===== src/rtl/brew_pkg.sv =====
// Shared types for the brew sequencer: state encoding, fault codes and duration width.
package brew_pkg;

   localparam int DUR_W = 16;
   typedef logic [DUR_W-1:0] dur_t;

   typedef enum logic [3:0] {
      ST_IDLE    = 4'd0,
      ST_PREHEAT = 4'd1,
      ST_PAPER   = 4'd2,
      ST_GRIND   = 4'd3,
      ST_POUR    = 4'd4,
      ST_BLOOM   = 4'd5,
      ST_DIRECT  = 4'd6,
      ST_DONE    = 4'd7,
      ST_FAULT   = 4'd8
   } state_t;

   localparam logic [2:0] FC_NONE    = 3'd0;
   localparam logic [2:0] FC_ESTOP   = 3'd1;
   localparam logic [2:0] FC_SYS     = 3'd2;
   localparam logic [2:0] FC_TIMEOUT = 3'd3;
   localparam logic [2:0] FC_FILTER  = 3'd4;
   localparam logic [2:0] FC_WATER   = 3'd5;
   localparam logic [2:0] FC_ABORT   = 3'd6;

   // States in which a brew is in progress and the fault checks apply.
   function automatic logic is_active(state_t s);
      return (s == ST_PREHEAT) || (s == ST_PAPER) || (s == ST_GRIND) ||
             (s == ST_POUR) || (s == ST_BLOOM) || (s == ST_DIRECT);
   endfunction

endpackage


===== src/rtl/brew_sequencer_if.sv =====
// Control, plant-status and actuator signals between a brew controller and brew_sequencer.
interface brew_sequencer_if;
   import brew_pkg::*;

   // start/abort/clear_fault are levels sampled every clk edge; start is accepted only
   // in IDLE and there is no ready: brewing_active/brew_fault report that it is busy.
   logic       start;
   logic       abort;
   logic       clear_fault;
   logic       grinder_sel;
   dur_t       grind_ms;
   dur_t       pour_ms;
   dur_t       direct_ms;

   logic       temp_ready;
   logic       pressure_ready;
   logic       water_system_ok;
   logic       paper_filter_present;
   logic       system_fault;
   logic       emergency_stop;

   logic       heater_cmd;
   logic       paper_motor_cmd;
   logic       grinder0_cmd;
   logic       grinder1_cmd;
   logic       water_pour_cmd;
   logic       water_direct_cmd;
   logic       brewing_active;
   logic       brew_done;
   logic       brew_fault;
   logic [2:0] fault_code;
   logic [3:0] state_code;

   modport slave (
      input  start, abort, clear_fault, grinder_sel, grind_ms, pour_ms, direct_ms,
      input  temp_ready, pressure_ready, water_system_ok, paper_filter_present,
      input  system_fault, emergency_stop,
      output heater_cmd, paper_motor_cmd, grinder0_cmd, grinder1_cmd,
      output water_pour_cmd, water_direct_cmd, brewing_active, brew_done,
      output brew_fault, fault_code, state_code
   );

   modport master (
      output start, abort, clear_fault, grinder_sel, grind_ms, pour_ms, direct_ms,
      output temp_ready, pressure_ready, water_system_ok, paper_filter_present,
      output system_fault, emergency_stop,
      input  heater_cmd, paper_motor_cmd, grinder0_cmd, grinder1_cmd,
      input  water_pour_cmd, water_direct_cmd, brewing_active, brew_done,
      input  brew_fault, fault_code, state_code
   );

endinterface


===== src/rtl/ms_tick_gen.sv =====
// Divides clk by DIV to give a one-cycle millisecond tick; clr restarts the period.
module ms_tick_gen #(
   parameter int DIV = 50000
) (
   input  logic clk,
   input  logic rst,
   input  logic clr,
   input  logic en,
   output logic tick
);

   localparam int            CW   = (DIV > 1) ? $clog2(DIV) : 1;
   localparam logic [CW-1:0] LAST = CW'(DIV - 1);

   logic [CW-1:0] cnt_q;

   assign tick = en && (cnt_q == LAST);

   always_ff @(posedge clk) begin
      if (rst || clr)
         cnt_q <= '0;
      else if (en)
         cnt_q <= (cnt_q == LAST) ? '0 : cnt_q + CW'(1);
   end

endmodule


===== src/rtl/brew_sequencer.sv =====
// Coffee brew sequencer: preheat, paper, grind, pour, direct water, with fault handling.
// Optional bloom pause inside POUR is compiled only when BREW_SEQ_BLOOM_EN is defined.
module brew_sequencer
   import brew_pkg::*;
#(
   parameter int TICK_DIV           = 50000,
   parameter int PREHEAT_TIMEOUT_MS = 30000,
   parameter int PAPER_MS           = 500,
   parameter int BLOOM_MS           = 3000
) (
   input  logic             clk,
   input  logic             rst,
   brew_sequencer_if.slave  bus
);

   state_t     state_q, state_d;
   logic [2:0] fault_q, fault_d;
   dur_t       ms_cnt_q;
   dur_t       dur;
   logic       tick, tick_en, clr, stage_done;
   logic       pause_q;
   logic       grinder_q;
   dur_t       grind_q, pour_q, direct_q;
`ifdef BREW_SEQ_BLOOM_EN
   logic       pour_second_q;
`endif

   // Any state change restarts both the prescaler and the stage counter.
   assign clr     = (state_d != state_q);
   assign tick_en = !((state_q == ST_POUR) && pause_q);

   ms_tick_gen #(.DIV(TICK_DIV)) u_tick (
      .clk  (clk),
      .rst  (rst),
      .clr  (clr),
      .en   (tick_en),
      .tick (tick)
   );

   always_comb begin
      dur = '0;
      case (state_q)
         ST_PREHEAT: dur = dur_t'(PREHEAT_TIMEOUT_MS);
         ST_PAPER:   dur = dur_t'(PAPER_MS);
         ST_GRIND:   dur = grind_q;
`ifdef BREW_SEQ_BLOOM_EN
         ST_POUR:    dur = pour_second_q ? (pour_q - (pour_q >> 1)) : (pour_q >> 1);
         ST_BLOOM:   dur = dur_t'(BLOOM_MS);
`else
         ST_POUR:    dur = pour_q;
`endif
         ST_DIRECT:  dur = direct_q;
         default:    dur = '0;
      endcase
   end

   // A zero duration still occupies the stage for one cycle.
   assign stage_done = (dur == '0) || (tick && ((ms_cnt_q + dur_t'(1)) == dur));

   always_ff @(posedge clk) begin
      if (rst) begin
         state_q <= ST_IDLE;
         fault_q <= FC_NONE;
      end else begin
         state_q <= state_d;
         fault_q <= fault_d;
      end
   end

   always_comb begin
      state_d = state_q;
      fault_d = fault_q;
      if (is_active(state_q)) begin
         if (bus.emergency_stop) begin
            state_d = ST_FAULT;
            fault_d = FC_ESTOP;
         end else if (bus.system_fault) begin
            state_d = ST_FAULT;
            fault_d = FC_SYS;
         end else if (!bus.water_system_ok && (state_q == ST_POUR || state_q == ST_DIRECT)) begin
            state_d = ST_FAULT;
            fault_d = FC_WATER;
         end else if (bus.abort) begin
            state_d = ST_FAULT;
            fault_d = FC_ABORT;
         end else begin
            case (state_q)
               ST_PREHEAT: begin
                  if (bus.temp_ready && bus.pressure_ready) begin
                     state_d = ST_PAPER;
                  end else if (stage_done) begin
                     state_d = ST_FAULT;
                     fault_d = FC_TIMEOUT;
                  end
               end
               ST_PAPER:  if (stage_done) state_d = ST_GRIND;
               ST_GRIND:  if (stage_done) state_d = ST_POUR;
`ifdef BREW_SEQ_BLOOM_EN
               ST_POUR: begin
                  if (stage_done)
                     state_d = (!pour_second_q && pour_q != '0) ? ST_BLOOM : ST_DIRECT;
               end
               ST_BLOOM:  if (stage_done) state_d = ST_POUR;
`else
               ST_POUR:   if (stage_done) state_d = ST_DIRECT;
`endif
               ST_DIRECT: if (stage_done) state_d = ST_DONE;
               default:   state_d = state_q;
            endcase
         end
      end else begin
         case (state_q)
            ST_IDLE: begin
               if (bus.start) begin
                  state_d = ST_FAULT;
                  if (!bus.paper_filter_present)
                     fault_d = FC_FILTER;
                  else if (!bus.water_system_ok)
                     fault_d = FC_WATER;
                  else if (bus.system_fault)
                     fault_d = FC_SYS;
                  else
                     state_d = ST_PREHEAT;
               end
            end
            ST_DONE: state_d = ST_IDLE;
            ST_FAULT: begin
               if (bus.clear_fault && !bus.emergency_stop && !bus.system_fault) begin
                  state_d = ST_IDLE;
                  fault_d = FC_NONE;
               end
            end
            default: state_d = ST_IDLE;
         endcase
      end
   end

   always_ff @(posedge clk) begin
      if (rst || clr)
         ms_cnt_q <= '0;
      else if (tick)
         ms_cnt_q <= ms_cnt_q + dur_t'(1);
   end

   // Registered copy of !temp_ready gates both the pour valve and the POUR timer,
   // so valve-open time always equals the programmed pour time.
   always_ff @(posedge clk) begin
      if (rst) begin
         pause_q   <= 1'b0;
         grinder_q <= 1'b0;
         grind_q   <= '0;
         pour_q    <= '0;
         direct_q  <= '0;
      end else begin
         pause_q <= !bus.temp_ready;
         if (state_q == ST_IDLE && bus.start) begin
            grinder_q <= bus.grinder_sel;
            grind_q   <= bus.grind_ms;
            pour_q    <= bus.pour_ms;
            direct_q  <= bus.direct_ms;
         end
      end
   end

`ifdef BREW_SEQ_BLOOM_EN
   always_ff @(posedge clk) begin
      if (rst || state_q == ST_IDLE)
         pour_second_q <= 1'b0;
      else if (state_q == ST_BLOOM)
         pour_second_q <= 1'b1;
   end
`endif

   always_comb begin
      bus.heater_cmd       = is_active(state_q);
      bus.paper_motor_cmd  = (state_q == ST_PAPER);
      bus.grinder0_cmd     = (state_q == ST_GRIND) && !grinder_q;
      bus.grinder1_cmd     = (state_q == ST_GRIND) && grinder_q;
      bus.water_pour_cmd   = (state_q == ST_POUR) && !pause_q;
      bus.water_direct_cmd = (state_q == ST_DIRECT);
      bus.brewing_active   = is_active(state_q);
      bus.brew_done        = (state_q == ST_DONE);
      bus.brew_fault       = (state_q == ST_FAULT);
      bus.fault_code       = fault_q;
      bus.state_code       = state_q;
   end

endmodule


===== src/flat_wrapper.sv =====
// flat-port wrapper written by rule: the top's interface ports become plain ports
module brew_sequencer_flat import brew_pkg::*;
#(
   parameter int TICK_DIV           = 50000,
   parameter int PREHEAT_TIMEOUT_MS = 30000,
   parameter int PAPER_MS           = 500,
   parameter int BLOOM_MS           = 3000
)
  (clk, rst, bus_start, bus_abort, bus_clear_fault, bus_grinder_sel, bus_grind_ms, bus_pour_ms, bus_direct_ms, bus_temp_ready, bus_pressure_ready, bus_water_system_ok, bus_paper_filter_present, bus_system_fault, bus_emergency_stop, bus_heater_cmd, bus_paper_motor_cmd, bus_grinder0_cmd, bus_grinder1_cmd, bus_water_pour_cmd, bus_water_direct_cmd, bus_brewing_active, bus_brew_done, bus_brew_fault, bus_fault_code, bus_state_code);
  brew_sequencer_if bus_i ();
  input  logic clk;
  input  logic rst;
  input wire logic [$bits(bus_i.start)-1:0] bus_start;
  input wire logic [$bits(bus_i.abort)-1:0] bus_abort;
  input wire logic [$bits(bus_i.clear_fault)-1:0] bus_clear_fault;
  input wire logic [$bits(bus_i.grinder_sel)-1:0] bus_grinder_sel;
  input wire logic [$bits(bus_i.grind_ms)-1:0] bus_grind_ms;
  input wire logic [$bits(bus_i.pour_ms)-1:0] bus_pour_ms;
  input wire logic [$bits(bus_i.direct_ms)-1:0] bus_direct_ms;
  input wire logic [$bits(bus_i.temp_ready)-1:0] bus_temp_ready;
  input wire logic [$bits(bus_i.pressure_ready)-1:0] bus_pressure_ready;
  input wire logic [$bits(bus_i.water_system_ok)-1:0] bus_water_system_ok;
  input wire logic [$bits(bus_i.paper_filter_present)-1:0] bus_paper_filter_present;
  input wire logic [$bits(bus_i.system_fault)-1:0] bus_system_fault;
  input wire logic [$bits(bus_i.emergency_stop)-1:0] bus_emergency_stop;
  output wire logic [$bits(bus_i.heater_cmd)-1:0] bus_heater_cmd;
  output wire logic [$bits(bus_i.paper_motor_cmd)-1:0] bus_paper_motor_cmd;
  output wire logic [$bits(bus_i.grinder0_cmd)-1:0] bus_grinder0_cmd;
  output wire logic [$bits(bus_i.grinder1_cmd)-1:0] bus_grinder1_cmd;
  output wire logic [$bits(bus_i.water_pour_cmd)-1:0] bus_water_pour_cmd;
  output wire logic [$bits(bus_i.water_direct_cmd)-1:0] bus_water_direct_cmd;
  output wire logic [$bits(bus_i.brewing_active)-1:0] bus_brewing_active;
  output wire logic [$bits(bus_i.brew_done)-1:0] bus_brew_done;
  output wire logic [$bits(bus_i.brew_fault)-1:0] bus_brew_fault;
  output wire logic [$bits(bus_i.fault_code)-1:0] bus_fault_code;
  output wire logic [$bits(bus_i.state_code)-1:0] bus_state_code;
  assign bus_i.start = bus_start;
  assign bus_i.abort = bus_abort;
  assign bus_i.clear_fault = bus_clear_fault;
  assign bus_i.grinder_sel = bus_grinder_sel;
  assign bus_i.grind_ms = bus_grind_ms;
  assign bus_i.pour_ms = bus_pour_ms;
  assign bus_i.direct_ms = bus_direct_ms;
  assign bus_i.temp_ready = bus_temp_ready;
  assign bus_i.pressure_ready = bus_pressure_ready;
  assign bus_i.water_system_ok = bus_water_system_ok;
  assign bus_i.paper_filter_present = bus_paper_filter_present;
  assign bus_i.system_fault = bus_system_fault;
  assign bus_i.emergency_stop = bus_emergency_stop;
  assign bus_heater_cmd = bus_i.heater_cmd;
  assign bus_paper_motor_cmd = bus_i.paper_motor_cmd;
  assign bus_grinder0_cmd = bus_i.grinder0_cmd;
  assign bus_grinder1_cmd = bus_i.grinder1_cmd;
  assign bus_water_pour_cmd = bus_i.water_pour_cmd;
  assign bus_water_direct_cmd = bus_i.water_direct_cmd;
  assign bus_brewing_active = bus_i.brewing_active;
  assign bus_brew_done = bus_i.brew_done;
  assign bus_brew_fault = bus_i.brew_fault;
  assign bus_fault_code = bus_i.fault_code;
  assign bus_state_code = bus_i.state_code;
  brew_sequencer #(.TICK_DIV(TICK_DIV), .PREHEAT_TIMEOUT_MS(PREHEAT_TIMEOUT_MS), .PAPER_MS(PAPER_MS), .BLOOM_MS(BLOOM_MS)) u_core (.clk(clk), .rst(rst), .bus(bus_i));
endmodule

===== config.mk =====
export PLATFORM = sky130hd
export DESIGN_NAME = brew_sequencer_flat
export DESIGN_NICKNAME = d
export VERILOG_FILES = /design/src/rtl/brew_pkg.sv /design/src/rtl/brew_sequencer_if.sv /design/src/rtl/ms_tick_gen.sv /design/src/rtl/brew_sequencer.sv /design/src/flat_wrapper.sv
export SDC_FILE = /design/constraint.sdc
export NUM_CORES = 1
export LEC_CHECK = 0
export ABC_AREA = 1
export BUFFER_PORTS_ARGS = -buffer_cell sky130_fd_sc_hd__buf_2
export CAP_MARGIN = 20
export CORE_AREA = 2 2 136 72
export CTS_CLUSTER_DIAMETER = 30
export DETAILED_ROUTE_END_ITERATION = 10
export DIE_AREA = 0 0 138 74
export PLACE_DENSITY = 0.78
export SLEW_MARGIN = 5
export SYNTH_ARGS = -nofsm -noshare
export SYNTH_HDL_FRONTEND = slang
export SYNTH_SLANG_ARGS = --single-unit

===== constraint.sdc =====
create_clock -name clk -period 2.6 [get_ports clk]
set_input_delay 0.39 -clock clk [delete_from_list [all_inputs] [get_ports clk]]
set_output_delay 0.39 -clock clk [all_outputs]
set_load 0.02 [all_outputs]

After elaboration in Yosys (flattened, before gate mapping)
Cells that the tools add are included.

Register bits: 89. Output and inout bits: 16.

Mux-type cells: 34. Add/subtract/negate cells: 2. Reductions and logical operators: 30. Equal/unequal tests: 17.

Operators by type and width (number): 16-bit one-hot mux with 5 select lines (1); 4-bit two-way mux (16); 3-bit two-way mux (13); 16-bit by 1-bit adder with 16-bit output, second input constant (2); 4-bit one-hot mux with 5 select lines (1); 16-bit == test (1); 16-bit == test, second input constant (1); 4-bit by 3-bit == test with 1-bit output, second input constant (4); 16-bit logical NOT (1); 16-bit two-way mux (1); 6-bit by 4-bit != test with 1-bit output, second input constant (2); 1-bit logical AND (11); 4-bit by 2-bit == test with 1-bit output, second input constant (2); 1-bit logical OR (8); 4-bit one-hot mux with 2 select lines (1); 1-bit logical NOT (7); 7-bit AND reduction (1); 6-bit by 5-bit != test with 1-bit output, second input constant (1); 3-bit one-hot mux with 2 select lines (1); 5-bit != test, second input constant (1); 4-bit by 1-bit == test with 1-bit output, second input constant (1); 4-bit == test, second input constant (1); 4-bit logical NOT (1); 4-bit != test (1); other kinds (3) (3).

Depth between registers and ports, before layout
Word-level depth: 16. Depth in mapped cells: 26. Gate-level depth less buffers: 24.

By module
From an unflattened synthesis, not the netlist that was laid out.

Cell total of the unflattened synthesis: 818. Area total of the unflattened synthesis: 5277.6 um^2.

Modules (own cells, without submodules): brew_sequencer (instances 1, sequential area each 1461.4 um^2, cells an instance 684, area an instance 4346.7 um^2); ms_tick_gen (instances 1, sequential area each 320.3 um^2, cells an instance 134, area an instance 930.9 um^2).

Worst setup path after synthesis
OpenSTA, ideal clock, no wires.

Path type: reg-to-reg. From: reg u_core.state_q[0] (netlist: u_core.bus.state_code[0]). To: reg u_core.ms_cnt_q[1]. Data arrival time: 2.377 ns. Cell stages (with the launch flop): 23. Data required time: 2.481 ns. Library setup time: 0.119 ns. Path buffers: 3. Clock period less this slack: 2.495 ns. Slack: 0.105 ns. Cells stage by stage: dfxtp_1 > buf_6 > inv_2 > nand2_1 > nor2_2 > buf_4 > nand2_1 > nand2_1 > nor2_1 > nand2_1 > nor4_1 > nand2_1 > nand2_2 > nand2_1 > nand2_1 > nand2_1 > nand2_1 > nand2_1 > nand3_1 > nor2_1 > nand2_2 > buf_6 > nor2_2.

RTL lines: start: declaration (RTL line brew_sequencer.sv:16) `state_t state_q, state_d;`; start signal: assignment (RTL line brew_sequencer.sv:65) `state_q <= state_d;`; 4-bit by 3-bit == test with 1-bit output *; named net bus_water_direct_cmd (RTL line flat_wrapper.sv:31) `output wire logic [$bits(bus_i.water_direct_cmd)-1:0] bus_water_direct_cmd;`; 16-bit one-hot mux with 5 select lines (RTL line brew_sequencer.sv:42) `case (state_q)`; 16-bit == test (RTL line brew_sequencer.sv:58) `assign stage_done = (dur == '0) || (tick && ((ms_cnt_q + dur_t'(1)) == dur));`; 1-bit logical AND (RTL line brew_sequencer.sv:58); 1-bit logical OR (RTL line brew_sequencer.sv:58); 4-bit two-way mux (RTL line brew_sequencer.sv:91) `end else if (stage_done) begin`; 4-bit two-way mux (RTL line brew_sequencer.sv:89) `if (bus.temp_ready && bus.pressure_ready) begin`; 4-bit one-hot mux with 5 select lines (RTL line brew_sequencer.sv:87) `case (state_q)`; 4-bit two-way mux (RTL line brew_sequencer.sv:83) `end else if (bus.abort) begin`; 4-bit two-way mux (RTL line brew_sequencer.sv:80) `end else if (!bus.water_system_ok && (state_q == ST_POUR || state_q == ST_DIRECT)) begin`; 4-bit two-way mux (RTL line brew_sequencer.sv:77) `end else if (bus.system_fault) begin`; 4-bit two-way mux (RTL line brew_sequencer.sv:74) `if (bus.emergency_stop) begin`; 4-bit two-way mux * (RTL line brew_sequencer.sv:73) `if (is_active(state_q)) begin`; 4-bit != test * (RTL line brew_sequencer.sv:29) `assign clr = (state_d != state_q);`; 1-bit logical OR * (RTL line brew_sequencer.sv:139) `if (rst || clr)`; end signal: assignment (RTL line brew_sequencer.sv:142) `ms_cnt_q <= ms_cnt_q + dur_t'(1);`; end: declaration (RTL line brew_sequencer.sv:18) `dur_t ms_cnt_q;`.

Mark *: on every way through the listed nets, which the timed path passes. The rest lies on a longest branch. A chain may end at the register's enable or synchronous reset.

Worst setup path in the final report
From: reg u_core.state_q[3] (netlist: u_core.bus.state_code[3]). To: reg u_core.ms_cnt_q[8].

Cells in the longest elaborated chain, start to end: 16.

RTL lines: parallel branches: the longest is 16 deep, another holds 16-bit one-hot mux with 5 select lines.

Parallel ways; which one is timed is not known.

==> run metrics <==
Die Span Y=74 um; Final Cycle Share=109%; nature of the critical path endpoint=register; fraction of layout cells with a size suffix above 1=around a third; PortBufs=between 70 and 80; vias in the first global route=approximately 5.5k; largest net degree at the start of global routing=57; Worst EP required=approximately 2.9 ns; Inserted Diodes=0; TritonCTS Sinks=about 90; GP Congestion=a little under 1; slowest cell on the critical path=dfxtp_4; yosys warns=0; Worst-Skew Late Latency=around 0.35 ns; Cells after Synth=roughly 790; Setup TNS=-4.70 ns; Lkg Pwr=between 3 and 4 nW; clock root cell=clkbuf_16; Worst Skew=between 0.01 and 0.015 ns; sequential area share after synthesis=~36%; post-DP HPWL=approximately 12000 um; most frequent cells in the layout=252 x nand2_1, 79 x buf_4, 77 x dfxtp_1, 75 x buf_2, 62 x inv_1; failing checks=setup timing; synthesis-to-layout area growth=37.5%; commonest non-fill, non-tap cell in the layout=nand2_1; CP Max Fanout=12; Total Routed Length=16900 um; Power Density=around 470 nW/um2; First DRT Iteration DRCs=just under 700; Die W=roughly 140 um; fmax=about 350 MHz; Die ar.=roughly 10000 um2; max-cap violation count=0; core area=between 9000 and 10000 um2; Fillers=between 700 and 800; CTS tree=yes; Synth Cell Area=4980 um2; Netlist cell types=33; Crit Path Category=register to register; count of pins over their slew limit=0; Mean Syn Cell Area=about 6.3 um2; drt wl/cell=15.7 um; layout net count=a little over 1k; Final ANT Viol Nets=0; Setup crit start kind=register; grt total ovfl=0; Hold Fails Final Rpt=0; Clock transition at path regs=roughly 0.070 ns; IR drop worst, VDD=roughly 0.00037 V; htree depth=3; syn_nets=roughly 860; worst setup margin=-0.233 ns; routed vias=5949; Vias/cell=5.53; initial antenna violation count=0; Post-CTS Hold Buffers=0; Slowest Stage Delay on Critical Path=approximately 0.38 ns; Worst EP arrival=just over 3 ns; Worst Max-Slew Pin Slew=~0.53 ns; Cell Rows=25; drt pass-1 iters=7; first-pass GRT wire length=26300 um; Setup Viol. Count Final=32; boundary pin count=76; CTS Buf Count=9; RSZ-0062 raised after global routing=true; minimum clock period=around 2.8 ns; clock buffer depth=2; register bit total from synthesis=89; HP Class=input pin to register; status=finished, violations left; final design utilization=75.6%; most used cell, CP=nand2_1; Power Total=roughly 3.2 mW; DRC viols=0; Tot GR Track Use=between 30% and 40%; Initial Util=between 50% and 60%; slew margin rel.=roughly two thirds
where the power goes:
group / internal, mW / total, mW / switching, mW
sequential: 1.42 / 1.46 / 0.0401
clock: 0.754 / 1.33 / 0.578
combinational: 0.174 / 0.426 / 0.252
synth_stat cells:
cell	number	area share, %
nand4_1	14	1.8
nand2_1	270	20
nand3_2	1	0.20
mux2i_1	1	0.20
nor2_2	38	4.8
nor2_4	1	0.23
a31oi_1	4	0.50
ha_1	2	0.50
xor2_1	5	0.88
a22oi_1	2	0.30
inv_2	6	0.45
o21bai_1	1	0.15
nand3b_1	4	0.60
nor4_1	1	0.13
a32oi_1	1	0.18
nand2_2	6	0.75
clkbuf_1	18	1.4
buf_4	4	0.60
nand3_1	68	6.8
o211a_1	1	0.20
a21oi_1	59	5.9
a21o_1	2	0.30
a211oi_1	1	0.15
o21ai_0	36	3.6
nor2_1	75	5.6
nor3_1	8	0.80
inv_1	64	4.8
xnor2_1	3	0.53
buf_6	4	0.90
clkinv_1	1	0.075
dfxtp_1	89	36
o211ai_1	3	0.45
or2_2	1	0.13
worst max-delay path, delay by kind of cell (launching register included):
family                 cells  cell delay, ns
and+or+nand+nor           20            1.74
buffers and inverters      7            0.64
DFF                        1            0.38
flip-flops by register name (all words and copies together) (netlist names):
| signal | count |
|---|---|
| u_core.bus.fault_code | 3 |
| u_core.bus.state_code | 4 |
| u_core.direct_q | 16 |
| u_core.grind_q | 16 |
| u_core.grinder_q | 1 |
| u_core.ms_cnt_q | 16 |
| u_core.pause_q | 1 |
| u_core.pour_q | 16 |
| u_core.u_tick.cnt_q | 16 |
layer usage:
layer  global-route usage, %  up-vias  routed length, um
met5                    1.32        -                  0
met1                    45.4     2739               7810
met2                    51.5      313               7220
met3                    8.11       35               1600
li1                        -     2862                  -
met4                    7.60        0                252
final timing paths:
check / endpoint / from / slack (ns) / cells past startpoint
setup / recovery: u_core.ms_cnt_q[8] / u_core.bus.state_code[3] / -0.23 / 27
hold reg to reg: u_core.pour_q[4] / u_core.pour_q[4] / 0.47 / 2
hold / removal: u_core.pause_q / bus_temp_ready / 0.23 / 2
setup reg to reg: u_core.ms_cnt_q[8] / u_core.bus.state_code[3] / -0.23 / 27
logic make-up (layout without fill, tap and decap cells):
family	count (synthesis)	in the layout	share of synthesized area (%)
AND/OR/NAND/NOR	487	487	42.2
AO/OA/AOI/OAI	110	110	11.8
buffers and inverters	97	257	8.21
flip-flops	89	89	35.7
XOR/XNOR	8	8	1.41
adder cells (fa/ha/maj)	2	2	0.502
multiplexers	1	1	0.201
repair_timing:
action	CTS	global route
cloned	2	0
gates resized for setup	77	34
pin swaps	14	15
buffers inserted	11	4
endpoints found under the setup margin	37	37
per-stage QoR:
| stage | cells | worst slack [ns] | instance area [um2] | hold WS (ns) |
|---|---|---|---|---|
| 6_report | 1075 | -0.233 | 6850 | 0.232 |
| 4_1_cts | 1073 | -0.105 | 6750 | 0.229 |
| 3_3_place_gp | 1044 | -0.322 | 6030 | 0.447 |
| 5_1_grt | 1075 | -0.415 | 6850 | 0.231 |
| 3_5_place_dp | 1044 | -0.390 | 6030 | 0.458 |
| 2_1_floorplan | 794 | 0.105 | 4980 | 0.429 |
final cells by class:
type / count / area (um2) / area share (%)
Multi-Input combinational cell: 608 / 3100 / 45.2
Sequential cell: 89 / 1810 / 26.4
Inverter: 71 / 269 / 3.92
Timing Repair Buffer: 170 / 1230 / 17.9
Tap cell: 121 / 151 / 2.21
Clock buffer: 9 / 225 / 3.29
Clock inverter: 7 / 75.1 / 1.10
(Power assumes the default switching activity.)
